--- src/rtl/xillybus_wrapper_acc_pkg.sv ---
// rtl/xillybus_wrapper_acc_pkg.sv - shared types and constants for the product accumulator
// Purpose: FSM state encoding, default widths and the signed output clamp limits.
// Ports: none (package).
package xillybus_wrapper_acc_pkg;

    localparam int IN_WIDTH_DEF  = 30;
    localparam int LEN_WIDTH_DEF = 16;
    localparam int ACC_WIDTH_DEF = 46;
    localparam int OUT_WIDTH_DEF = 32;

    // Largest and smallest representable signed results at the default output width.
    localparam logic [OUT_WIDTH_DEF-1:0] OUT_MAX = {1'b0, {(OUT_WIDTH_DEF-1){1'b1}}};
    localparam logic [OUT_WIDTH_DEF-1:0] OUT_MIN = {1'b1, {(OUT_WIDTH_DEF-1){1'b0}}};

    typedef enum logic [1:0] {
        ST_IDLE  = 2'd0,
        ST_ACC   = 2'd1,
        ST_SAT   = 2'd2,
        ST_WRITE = 2'd3
    } state_t;

endpackage

--- src/rtl/xillybus_wrapper_sat.sv ---
// rtl/xillybus_wrapper_sat.sv - combinational signed clamp from accumulator to output width
// Purpose: narrow a wide signed sum to OUT_WIDTH, clamping to the signed limits.
// Ports: acc (in, ACC_WIDTH signed sum), sat_result (out, OUT_WIDTH), sat_flag (out, clamp occurred).
module xillybus_wrapper_sat
    import xillybus_wrapper_acc_pkg::*;
#(
    parameter int ACC_WIDTH = ACC_WIDTH_DEF,
    parameter int OUT_WIDTH = OUT_WIDTH_DEF
) (
    input  logic [ACC_WIDTH-1:0] acc,
    output logic [OUT_WIDTH-1:0] sat_result,
    output logic                 sat_flag
);

    localparam logic [OUT_WIDTH-1:0] SAT_MAX = {1'b0, {(OUT_WIDTH-1){1'b1}}};
    localparam logic [OUT_WIDTH-1:0] SAT_MIN = {1'b1, {(OUT_WIDTH-1){1'b0}}};

    // The value fits iff every bit from the output sign bit upward is a copy of it.
    logic [ACC_WIDTH-OUT_WIDTH:0] hi_bits;
    logic                         fits;

    assign hi_bits = acc[ACC_WIDTH-1:OUT_WIDTH-1];
    assign fits    = (&hi_bits) || (~|hi_bits);

    always_comb begin
        sat_result = acc[OUT_WIDTH-1:0];
        sat_flag   = 1'b0;
        if (!fits) begin
            sat_flag   = 1'b1;
            sat_result = acc[ACC_WIDTH-1] ? SAT_MIN : SAT_MAX;
        end
    end

endmodule

--- src/rtl/xillybus_wrapper_acc.sv ---
// rtl/xillybus_wrapper_acc.sv - frame accumulator feeding the host-bound Xillybus FIFO
// Purpose: sum len signed products (one per cycle), clamp to OUT_WIDTH, write one word per frame.
// Ports: ap_clk/ap_rst (clock, sync active-high reset); ap_start/ap_done/ap_idle (block control);
//        len (frame length, sampled on start); prod_dout/prod_empty_n/prod_read (product FIFO read side);
//        acc_din/acc_full_n/acc_write (host FIFO write side); sat_flag (last result was clamped).
module xillybus_wrapper_acc
    import xillybus_wrapper_acc_pkg::*;
#(
    parameter int IN_WIDTH  = IN_WIDTH_DEF,
    parameter int LEN_WIDTH = LEN_WIDTH_DEF,
    parameter int ACC_WIDTH = ACC_WIDTH_DEF,
    parameter int OUT_WIDTH = OUT_WIDTH_DEF
) (
    input  logic                 ap_clk,
    input  logic                 ap_rst,
    input  logic                 ap_start,
    output logic                 ap_done,
    output logic                 ap_idle,
    input  logic [LEN_WIDTH-1:0] len,
    input  logic [IN_WIDTH-1:0]  prod_dout,
    input  logic                 prod_empty_n,
    output logic                 prod_read,
    output logic [OUT_WIDTH-1:0] acc_din,
    input  logic                 acc_full_n,
    output logic                 acc_write,
    output logic                 sat_flag
);

    state_t                 state_q, state_d;
    logic [LEN_WIDTH-1:0]   remaining_q, remaining_d;
    logic [ACC_WIDTH-1:0]   acc_q, acc_d;
    logic [OUT_WIDTH-1:0]   acc_din_q, acc_din_d;
    logic                   sat_flag_q, sat_flag_d;

    logic [ACC_WIDTH-1:0]   prod_ext;
    logic [OUT_WIDTH-1:0]   clamp_result;
    logic                   clamp_flag;

    assign prod_ext = {{(ACC_WIDTH-IN_WIDTH){prod_dout[IN_WIDTH-1]}}, prod_dout};

    xillybus_wrapper_sat #(
        .ACC_WIDTH (ACC_WIDTH),
        .OUT_WIDTH (OUT_WIDTH)
    ) u_sat (
        .acc        (acc_q),
        .sat_result (clamp_result),
        .sat_flag   (clamp_flag)
    );

    // Handshake outputs are pure functions of state and the peer's ready/valid.
    assign ap_idle   = (state_q == ST_IDLE);
    assign prod_read = (state_q == ST_ACC) && prod_empty_n;
    assign acc_write = (state_q == ST_WRITE) && acc_full_n;
    assign ap_done   = acc_write;
    assign acc_din   = acc_din_q;
    assign sat_flag  = sat_flag_q;

    always_comb begin
        state_d     = state_q;
        remaining_d = remaining_q;
        acc_d       = acc_q;
        acc_din_d   = acc_din_q;
        sat_flag_d  = sat_flag_q;
        case (state_q)
            ST_IDLE: begin
                if (ap_start) begin
                    remaining_d = len;
                    acc_d       = '0;
                    // An empty frame still produces a (zero) result word.
                    state_d     = (len == '0) ? ST_SAT : ST_ACC;
                end
            end
            ST_ACC: begin
                if (prod_empty_n) begin
                    acc_d       = acc_q + prod_ext;
                    remaining_d = remaining_q - LEN_WIDTH'(1);
                    if (remaining_q == LEN_WIDTH'(1)) begin
                        state_d = ST_SAT;
                    end
                end
            end
            ST_SAT: begin
                acc_din_d  = clamp_result;
                sat_flag_d = clamp_flag;
                state_d    = ST_WRITE;
            end
            ST_WRITE: begin
                if (acc_full_n) begin
                    state_d = ST_IDLE;
                end
            end
            default: state_d = ST_IDLE;
        endcase
    end

    always_ff @(posedge ap_clk) begin
        if (ap_rst) begin
            state_q     <= ST_IDLE;
            remaining_q <= '0;
            acc_q       <= '0;
            acc_din_q   <= '0;
            sat_flag_q  <= 1'b0;
        end else begin
            state_q     <= state_d;
            remaining_q <= remaining_d;
            acc_q       <= acc_d;
            acc_din_q   <= acc_din_d;
            sat_flag_q  <= sat_flag_d;
        end
    end

endmodule

--- config.mk ---
export PLATFORM = sky130hd
export DESIGN_NAME = xillybus_wrapper_acc
export DESIGN_NICKNAME = d
export VERILOG_FILES = /design/src/rtl/xillybus_wrapper_acc_pkg.sv /design/src/rtl/xillybus_wrapper_sat.sv /design/src/rtl/xillybus_wrapper_acc.sv
export SDC_FILE = /design/constraint.sdc
export NUM_CORES = 1
export LEC_CHECK = 0
export ABC_AREA = 1
export BUFFER_PORTS_ARGS = -buffer_cell sky130_fd_sc_hd__buf_2
export CELL_PAD_IN_SITES_DETAIL_PLACEMENT = 2
export CELL_PAD_IN_SITES_GLOBAL_PLACEMENT = 2
export CORE_MARGIN = 4
export CORE_UTILIZATION = 29
export CTS_BUF_LIST = sky130_fd_sc_hd__clkbuf_8
export DETAILED_ROUTE_END_ITERATION = 12
export PLACE_DENSITY_LB_ADDON = 0.15
export SETUP_SLACK_MARGIN = 0.05
export SYNTH_ARGS = -nofsm -noshare
export SYNTH_HDL_FRONTEND = slang
export SYNTH_HIERARCHICAL = 1
export SYNTH_SLANG_ARGS = --single-unit
--- constraint.sdc ---
create_clock -name ap_clk -period 1.9 [get_ports ap_clk]
set_input_delay 0.19 -clock ap_clk [delete_from_list [all_inputs] [get_ports ap_clk]]
set_output_delay 0.19 -clock ap_clk [all_outputs]
set_load 0.02 [all_outputs]
; Word level (Yosys, flattened, before mapping)
; Index checks and enable logic that the tools add are counted.
[totals]
word_cells = 41
out_inout_bits = 37
input_bits = 51
reg_bits = 97
[classes]
n_addsub = 2
muxes = 15
n_eq_ne = 8
reduce_logical = 11
[ops]
columns = cell, n
row1 = 46-bit two-way mux, 2
row2 = 46-bit case mux with 2 select lines, 1
row3 = 32-bit two-way mux, 2
row4 = 46-bit adder, 1
row5 = 16-bit two-way mux, 2
row6 = 16-bit case mux with 2 select lines, 1
row7 = 16-bit by 1-bit equality test with 1-bit output (second input constant), 1
row8 = 16-bit zero test, 1
row9 = 16-bit by 1-bit subtractor with 16-bit output (second input constant), 1
row10 = 15-bit AND reduction, 1
row11 = 15-bit OR reduction, 1
row12 = 2-bit two-way mux, 5
row13 = 2-bit case mux with 4 select lines, 1
row14 = 2-bit inequality test (second input constant), 3
row15 = 2-bit equality test (second input constant), 2
row16 = 4-bit AND reduction, 1
row17 = 3-bit AND reduction, 1
row18 = 2-bit by 1-bit equality test with 1-bit output (second input constant), 1
row19 = 1-bit logical AND, 2
row20 = 2-bit zero test, 1
row21 = 2-bit by 1-bit inequality test with 1-bit output (second input constant), 1
row22 = 2-bit nonzero test, 1
row23 = 1-bit zero test, 1
row24 = 1-bit logical OR, 1
row25 = 1-bit two-way mux, 1

; Logic depth before layout (Yosys ltp)
; Gate-level depths: netlist of run 1.
[depth]
depth_word = 4
mapped_depth = 15
ltp_nobuf = 15

; By module
; Netlist of run 1, hierarchy kept.
[modules_own_cells]
columns = module, area_per_inst_um2, n_inst, cells_each
row1 = xillybus_wrapper_acc, 7767.4, 1, 1352
row2 = xillybus_wrapper_sat, 488.0, 1, 107

; Worst setup path before layout of run 1
; No wires, ideal clock.
[synth_path]
kind = register -> register
startpoint = register acc_q[0]
endpoint = register acc_q[36]
required_ps = 1768
synth_period_minus_slack_ps = 1873
arrival_ps = 1740
path_slack_ps = 27
stages_incl_launch_ff = 15
setup_time_ps = 132
path_cell_list = dfxtp_1 -> ha_1 -> inv_1 -> fa_1 -> inv_1 -> nand2_1 -> nand2_1 -> and2_1 -> nand3b_1 -> nand3_1 -> nand2_1 -> nand2_1 -> nand2_1 -> nand3_1 -> a21oi_1
[synth_between]
elab_chain_len = 3
[synth_lines]
columns = item, line_no
row1 = from (decl), xillybus_wrapper_acc.sv:31  ; logic [ACC_WIDTH-1:0] acc_q, acc_d;
row2 = from (signal assigned), xillybus_wrapper_acc.sv:100  ; acc_q <= '0;
row3 = from (signal assigned), xillybus_wrapper_acc.sv:106  ; acc_q <= acc_d;
row4 = 46-bit adder, xillybus_wrapper_acc.sv:75  ; acc_d = acc_q + prod_ext;
row5 = 46-bit two-way mux, xillybus_wrapper_acc.sv:74  ; if (prod_empty_n) begin
row6 = 46-bit case mux with 2 select lines, xillybus_wrapper_acc.sv:64  ; case (state_q)
; Every way passes these cells. The select of a mux whose other input is x is not followed.
; A chain may end at the register's enable or synchronous reset.

; Worst setup path after layout of run 1
[layout_path]
startpoint = register acc_q[15]
endpoint = register acc_q[35]
; Same word-level chain as after synthesis.

==> summary.md, run 1 <==
| Metric | Value |
|---|---|
| CP max FO | 4 |
| Root buf cell | clkbuf_8 |
| Required @ worst endpoint | ~2300 ps |
| Placeable Area | 27930 sq um |
| Initial antenna violation count | 1 |
| Sequential area share after synthesis | 0.2352 |
| Final Cell Area | 13500 sq um |
| Combinational share of power | 0.739 |
| Asr flop ratio synth | 0 |
| Slew Limit Fails | 0 |
| Die Ht | 176.7 microns |
| Die Footprint | ~31000 sq um |
| Post-synthesis to final-layout area growth | 63.57% |
| Clock Tree Buf Depth | 2 |
| Post-synthesis instance total | about 1500 |
| Clock Power Share | 0.092 |
| Power per cell area | ~1500 nW/um^2 |
| Crit-path most repeated cell | nand2_4 |
| Std cell rows | 61 |
| Unique masters post-synth | 42 |
| CTS buffer count | 9 |
| Gpl congestion | approximately 0.87 |
| Clk sinks | 97 |
| WS Path Type | reg -> reg |
| Routed wire per std cell | about 30 microns |
| TritonCTS clock tree | built |
| Internal power | 0.008498 W |
| CTS clk-pin slew, worst paths | 140 ps |
| Post-synthesis compound-gate area fraction | 0.1308 |
| DR vias/cell | 5.691 |
| Sw Share | 0.5699 |
| Crit path launch type | flip-flop |
| Post-Syn Area per Cell | 5.658 sq um |
| Actual slew at the worst max-slew pin | 582.3 ps |
| Seq pwr share | 0.169 |
| Hold path start | len[0] |
| Share of layout cells above drive strength 1 | 0.4676 |
| Ys flop type | dfxtp_1 |
| Cell Area, Placed | 10280 sq um |
| First-pass GRT wire length | 73920 microns |
| Max-Slew Margin vs Limit | 0.6118 |
| Vias in the first global route | 12460 |
| Largest family of logic cells by synthesized area | simple AND/OR/NAND/NOR gates |
| #FFs+latches synth | 97 |
| Routed via count | ~12000 |
| Worst Setup SP | acc_q[15] |
| Initial core utilization | 0.2955 |
| Final #Nets | 1843 |
| Worst vdd ir | 846.4 uV |
| PortBufs | 87 |
| Placed Instances | 2060 |
| Cell area after synthesis | 8255 sq um |
| Final worst path period share | 1.230 |
| Syn Nets | between 1500 and 2000 |
| Detailed Place HPWL | a little under 30000 microns |
| Mux contribution to synthesized area | 0 |
| Ports | between 80 and 90 |
| Clock Latency Late Sink | roughly 450 ps |
| Reg2reg start | acc_q[15] |
| Failing checks | negative setup slack |
| Post-CTS Hold Buffers | 0 |
| Hold Path Class | in -> reg |
| First-pass DRT Iterations | 5 |
| Die W | 176.7 microns |
| Synthesis Warnings | 6 |
| Post-Layout Cell Count | 2124 |
| Total Routing Usage GR | 0.3047 |
| Arrival time at the worst endpoint | 2690 ps |
| Buffers plus inverters on the worst setup path | 1 |
| Static Leak | 6.718 nW |
| Most frequent cells in the layout | 353 x nand2_1, 187 x inv_1, 176 x buf_4, 117 x nand2_2, 111 x nor2_1 |
| Final hold violations | 0 |
| PnR worst setup slack | -437.0 ps |
| Slowest CP cell | dfxtp_4 |
| Total of max-cap violations | 0 |
| Synth Area in Adders | 0.07972 |
| Post-Synth Simple-Gate Area | 0.4141 |
| Starting DRT DRC Count | 1018 |
| Critical Path End Type | flip-flop |
| Crit path cell chain | ha_4 > nand2_4 > inv_1 > nand2_1 > nor2_4 > nand4_1 > nand3_4 > nand2_4 > nand3_2 > nand3_1 > a21oi_1 |
| Post-synth EDFFs | 0 |
| RSZ-0062 raised after global routing | yes |
| CP max stage delay | 390 ps |
| Status | finished, violations left |
| Maximum clock rate | 427.9 MHz |
| Switching Power | 0.01126 W |
| Largest net degree at the start of global routing | 62 |
| Remaining antenna violation count after routing | 0 |
| Post-layout min period | 2337 ps |
| Crit path max-delay family | simple AND/OR/NAND/NOR gates |
| GR Overflow Total | 0 |
| Drt drc | 0 |
| H-tree depth | 3 |
| XOR/XNOR Fraction of Synth Area | 0.006366 |
| Setup Skew | 30.23 ps |
| Final count of negative-setup-slack endpoints | 67 |
| Total Routed Length | around 64000 microns |
| Commonest non-fill, non-tap cell in the layout | nand2_1 |
## power by group through the flow
stage               combinational (W)  clock, W  sequential, W
global placement              0.00872         0        0.00305
CTS                            0.0102   0.00173        0.00312
floorplan                     0.00559         0        0.00328
finish                         0.0146   0.00182        0.00334
global route                   0.0151   0.00186        0.00337
detailed placement            0.00905         0        0.00309
## through the flow
stage	total power (W)	hold slack, ps	setup TNS (ps)	setup slack [ps]	util
floorplan	0.008868	350.9	0	54.86	-
global placement	0.01178	468.5	-5584	-421.2	0.3681
detailed placement	0.01214	481.1	-8363	-474.6	0.3681
CTS	0.01507	24.92	-1547	-180.4	0.4288
global route	0.02033	77.80	-13560	-493.1	0.4833
finish	0.01976	74.87	-10240	-437.0	0.4834
## path summary, 6_finish.rpt
kind / depth (start not counted) / endpoint / slack [ps]
worst min-delay path: 3 / remaining_q[0] / 70
worst max register to register: 11 / acc_q[35] / -440
worst max-delay path: 11 / acc_q[35] / -440
worst min register to register: 2 / remaining_q[6] / 520
## layout make-up
cell class / instances / area, sq um
Antenna cell: 1 / 2.502
Clock inverter: 6 / 86.33
Sequential cell: 97 / 2014
Fill cell: 3277 / 14430
Clock buffer: 10 / 137.6
Timing Repair Buffer: 308 / 2375
Inverter: 230 / 875.8
Tap cell: 378 / 473.0
Multi-Input combinational cell: 1094 / 7538
## cell usage after synthesis, types with 4 or more instances
cell	number	area share
nor2_1	175	0.080
a21boi_0	12	0.011
a31oi_1	4	0.0030
ha_1	51	0.077
nand2_1	522	0.24
o21ai_0	68	0.041
and2_1	5	0.0038
nand4_1	8	0.0061
clkbuf_1	19	0.0086
a21oi_1	95	0.058
o211ai_1	5	0.0045
buf_4	7	0.0064
inv_1	227	0.10
nor3_1	6	0.0036
xor2_1	4	0.0042
nor4_1	7	0.0053
buf_2	4	0.0024
or2_2	13	0.0099
nand3_1	82	0.050
dfxtp_1	97	0.24
o21bai_1	7	0.0064
nand3b_1	6	0.0055
nor2_2	5	0.0038
## worst register-to-register path, stage by stage, from the launching register on
cell and delay [ps]:
dfxtp_4 390, ha_4 340, nand2_4 90, inv_1 150, nand2_1 150, nor2_4 190, nand4_1 250, nand3_4 210
nand2_4 90, nand3_2 100, nand3_1 90, a21oi_1 200
## metal layers
metal	global-route usage	wire, microns
met5	0	0
met4	0.1515	4103
met3	0.03653	3546
met2	0.5517	31220
met1	0.3534	25500
## kinds of logic (layout without fill, tap and decap cells)
group	after synthesis	count (layout)
simple gates	838	839
buf+inv	269	554
compound gates	197	197
flops	97	97
fa+ha+maj	52	52
xor+xnor	6	6
other cells	0	1
## flip-flops by register name, indices dropped and copies added (netlist names)
register / count
remaining_q: 16
acc_din: 32
state_q: 2
acc_q: 46
sat_flag: 1
## repair_timing
item | 4_1_cts | 5_1_grt
resized for setup | 329 | 344
endpoints found under the setup margin | 47 | 89
setup buffers | 20 | 24
gates cloned | 0 | 4
pin swaps | 61 | 102
(Power assumes the default switching activity.)
==> run 2, diff against run 1 <==
clock period = 2 ns   (was 1.9 ns; I/O delays follow)
==> run 2 against run 1 <==
Effect of this change: the run still ends with negative setup slack left; count of clock-buffer cells in the layout decreased by 1; hold slack worse by 1.8 ps; via count decreased by 3.6%; largest power group unchanged.
==> summary.md, run 2 (synthesis results as in run 1) <==
| Metric | Value |
|---|---|
| Static Leak | 6.539 nW (-2.7%) |
| First-pass GRT wire length | 70800 microns (-4.2%) |
| Post-Route Utilization | 0.4712 (-0.01218) |
| Setup Skew | 25.25 ps (-4.976 ps) |
| Status | finished, violations left |
| Seq pwr share | 0.182 (+0.013) |
| Starting DRT DRC Count | 820 (-19%) |
| Vias in the first global route | 12170 (-2.3%) |
| Cell Area, Placed | 10250 sq um (-0.33%) |
| Crit path cell chain | ha_4 > nand2_1 > inv_1 > nand2_1 > nand2_1 > nand2_1 > nand2_1 > a21oi_2 > nand2_2 > nand2_2 > nand3_2 > a21oi_2 |
| Final worst path period share | 1.160 (-0.06984) |
| Hold Path Class | in -> reg |
| CP max FO | 4 (unchanged) |
| Crit path launch type | flip-flop |
| Routed wire per std cell | 28.83 microns (-4.9%) |
| Design Power | 0.01729 W (-12%) |
| TritonCTS clock tree | built |
| Final count of negative-setup-slack endpoints | 34 (-49%) |
| Clock Latency Late Sink | 440 ps (about the same) |
| Die W | 176.7 microns (unchanged) |
| Slew Limit Fails | 0 (unchanged) |
| Worst vdd ir | 1080 uV (+28%) |
| Largest register FFs | 46 (unchanged) |
| Detailed Place HPWL | 30520 microns (+2.4%) |
| PnR worst setup slack | -320.3 ps (+116.7 ps) |
| Post-synthesis to final-layout area growth | 59.44% |
| Arrival time at the worst endpoint | 2700 ps (about the same) |
| Largest net degree at the start of global routing | 42 (-32%) |
| Routed via count | 11650 (-3.6%) |
| Combinational share of power | 0.724 (-0.015) |
| Die Footprint | 31230 sq um (unchanged) |
| Total Routed Length | 60860 microns (-5.5%) |
| Final #Nets | 1828 (-0.81%) |
| Gpl congestion | 0.8747 (+0.68%) |
| CTS clk-pin slew, worst paths | 130 ps (about the same) |
| Critical Path End Type | flip-flop |
| Commonest non-fill, non-tap cell in the layout | nand2_1 |
| Drt drc | 0 (unchanged) |
| Actual slew at the worst max-slew pin | 668.6 ps (+86.28 ps) |
| H-tree depth | 3 (unchanged) |
| Power per cell area | 1314 nW/um^2 (-10%) |
| DR vias/cell | 5.520 (-3.0%) |
| Initial core utilization | 0.2955 (unchanged) |
| Std cell rows | 61 (unchanged) |
| Clock Power Share | 0.094 (+0.002) |
| Clk sinks | 97 (unchanged) |
| RSZ-0062 raised after global routing | yes |
| Max-Slew Margin vs Limit | 0.5543 (-0.05752) |
| Final hold violations | 0 (unchanged) |
| Share of layout cells above drive strength 1 | 0.4405 (-0.02716) |
| PortBufs | 87 (unchanged) |
| Post-layout min period | 2320 ps (-16.68 ps) |
| Slowest CP cell | dfxtp_1 |
| First-pass DRT Iterations | 5 (unchanged) |
| Switching Power | 0.009752 W (-13%) |
| Crit-path most repeated cell | nand2_1 |
| CP max stage delay | 490 ps (+100 ps) |
| Failing checks | negative setup slack |
| Ports | 88 (unchanged) |
| Placeable Area | 27930 sq um (unchanged) |
| Placement Setup Slack | -423.2 ps (+51.41 ps) |
| Most frequent cells in the layout | 361 x nand2_1, 193 x inv_1, 168 x buf_4, 127 x nor2_1, 111 x nand2_2 |
| Largest Register | acc_q |
| Maximum clock rate | 431.0 MHz (+0.72%) |
| Required @ worst endpoint | 2380 ps (+130 ps) |
| Sw Share | 0.5640 (-0.005827) |
| Remaining antenna violation count after routing | 0 (unchanged) |
| Clock Tree Buf Depth | 2 (unchanged) |
| Internal power | 0.007537 W (-11%) |
| Die Ht | 176.7 microns (unchanged) |
| Total Routing Usage GR | 0.2908 (-0.01386) |
| Root buf cell | clkbuf_8 |
| Final Cell Area | 13160 sq um (-2.5%) |
| Initial antenna violation count | 1 (unchanged) |
| WS Path Type | reg -> reg |
| CTS buffer count | 9 (unchanged) |
| GR Overflow Total | 0 (unchanged) |
| Total of max-cap violations | 0 (unchanged) |
run 2: final timing paths:
path | start | endpoint | slack, ps | cells after the start
worst max-delay path | acc_q[30] | acc_q[36] | -320 | 12
worst min-delay path | len[9] | remaining_q[9] | 70 | 3
worst max register to register | acc_q[30] | acc_q[36] | -320 | 12
worst min register to register | remaining_q[14] | remaining_q[14] | 520 | 2
run 2: stage by stage:
step                      std cells  hold WS (ps)  setup TNS [ps]
after floorplan                1459         360.9               0
after global placement         2053         468.5           -4242
after detailed placement       2053         478.2           -6292
after CTS                      2079         54.19               0
after global routing           2109         83.44           -6758
final                          2111         73.05           -4459
run 2: power by group through the flow:
stage                     combinational (W)  clock (W)  sequential [W]
final                                0.0125    0.00162         0.00315
after global placement              0.00833          0         0.00291
after floorplan                     0.00531          0         0.00311
after detailed placement            0.00863          0         0.00295
after global routing                 0.0131    0.00169         0.00319
after CTS                           0.00938    0.00159         0.00298
run 2: final cells by class:
class,instances,area [sq um]
timing repair buffer,293,2210
inverter,230,888.4
timing repair inverter,1,6.256
fill,3328,14770
clock inverter,7,77.57
tap,378,473.0
sequential,97,2007
clock buffer,9,123.9
antenna,3,7.507
multi-input combinational,1093,7370
run 2: routing by layer:
| layer | routed length, microns | vias up | GRT usage |
|---|---|---|---|
| met5 | 0 | - | 0 |
| met4 | 3738 | 0 | 0.1464 |
| met3 | 2792 | 201 | 0.02948 |
| met2 | 30010 | 453 | 0.5314 |
| met1 | 24320 | 5929 | 0.3360 |
| li1 | - | 5070 | - |
run 2: what timing repair did:
action | 4_1_cts | 5_1_grt
pin swaps | 42 | 111
endpoints found under the setup margin | 44 | 60
setup buffers | 10 | 29
resized for setup | 237 | 391
hold buffers | 0 | 0
gates cloned | 0 | 3
hold endpoints to repair | 0 | 0
run 2: worst max-delay path: cells and delay by family, from the launching register on:
kind                       cells  cell delay [ps]
and+or+nand+nor                8              940
DFF                            1              490
AOI/OAI and AO/OA              2              390
adders and majority gates      1              270
buffers and inverters          1              160
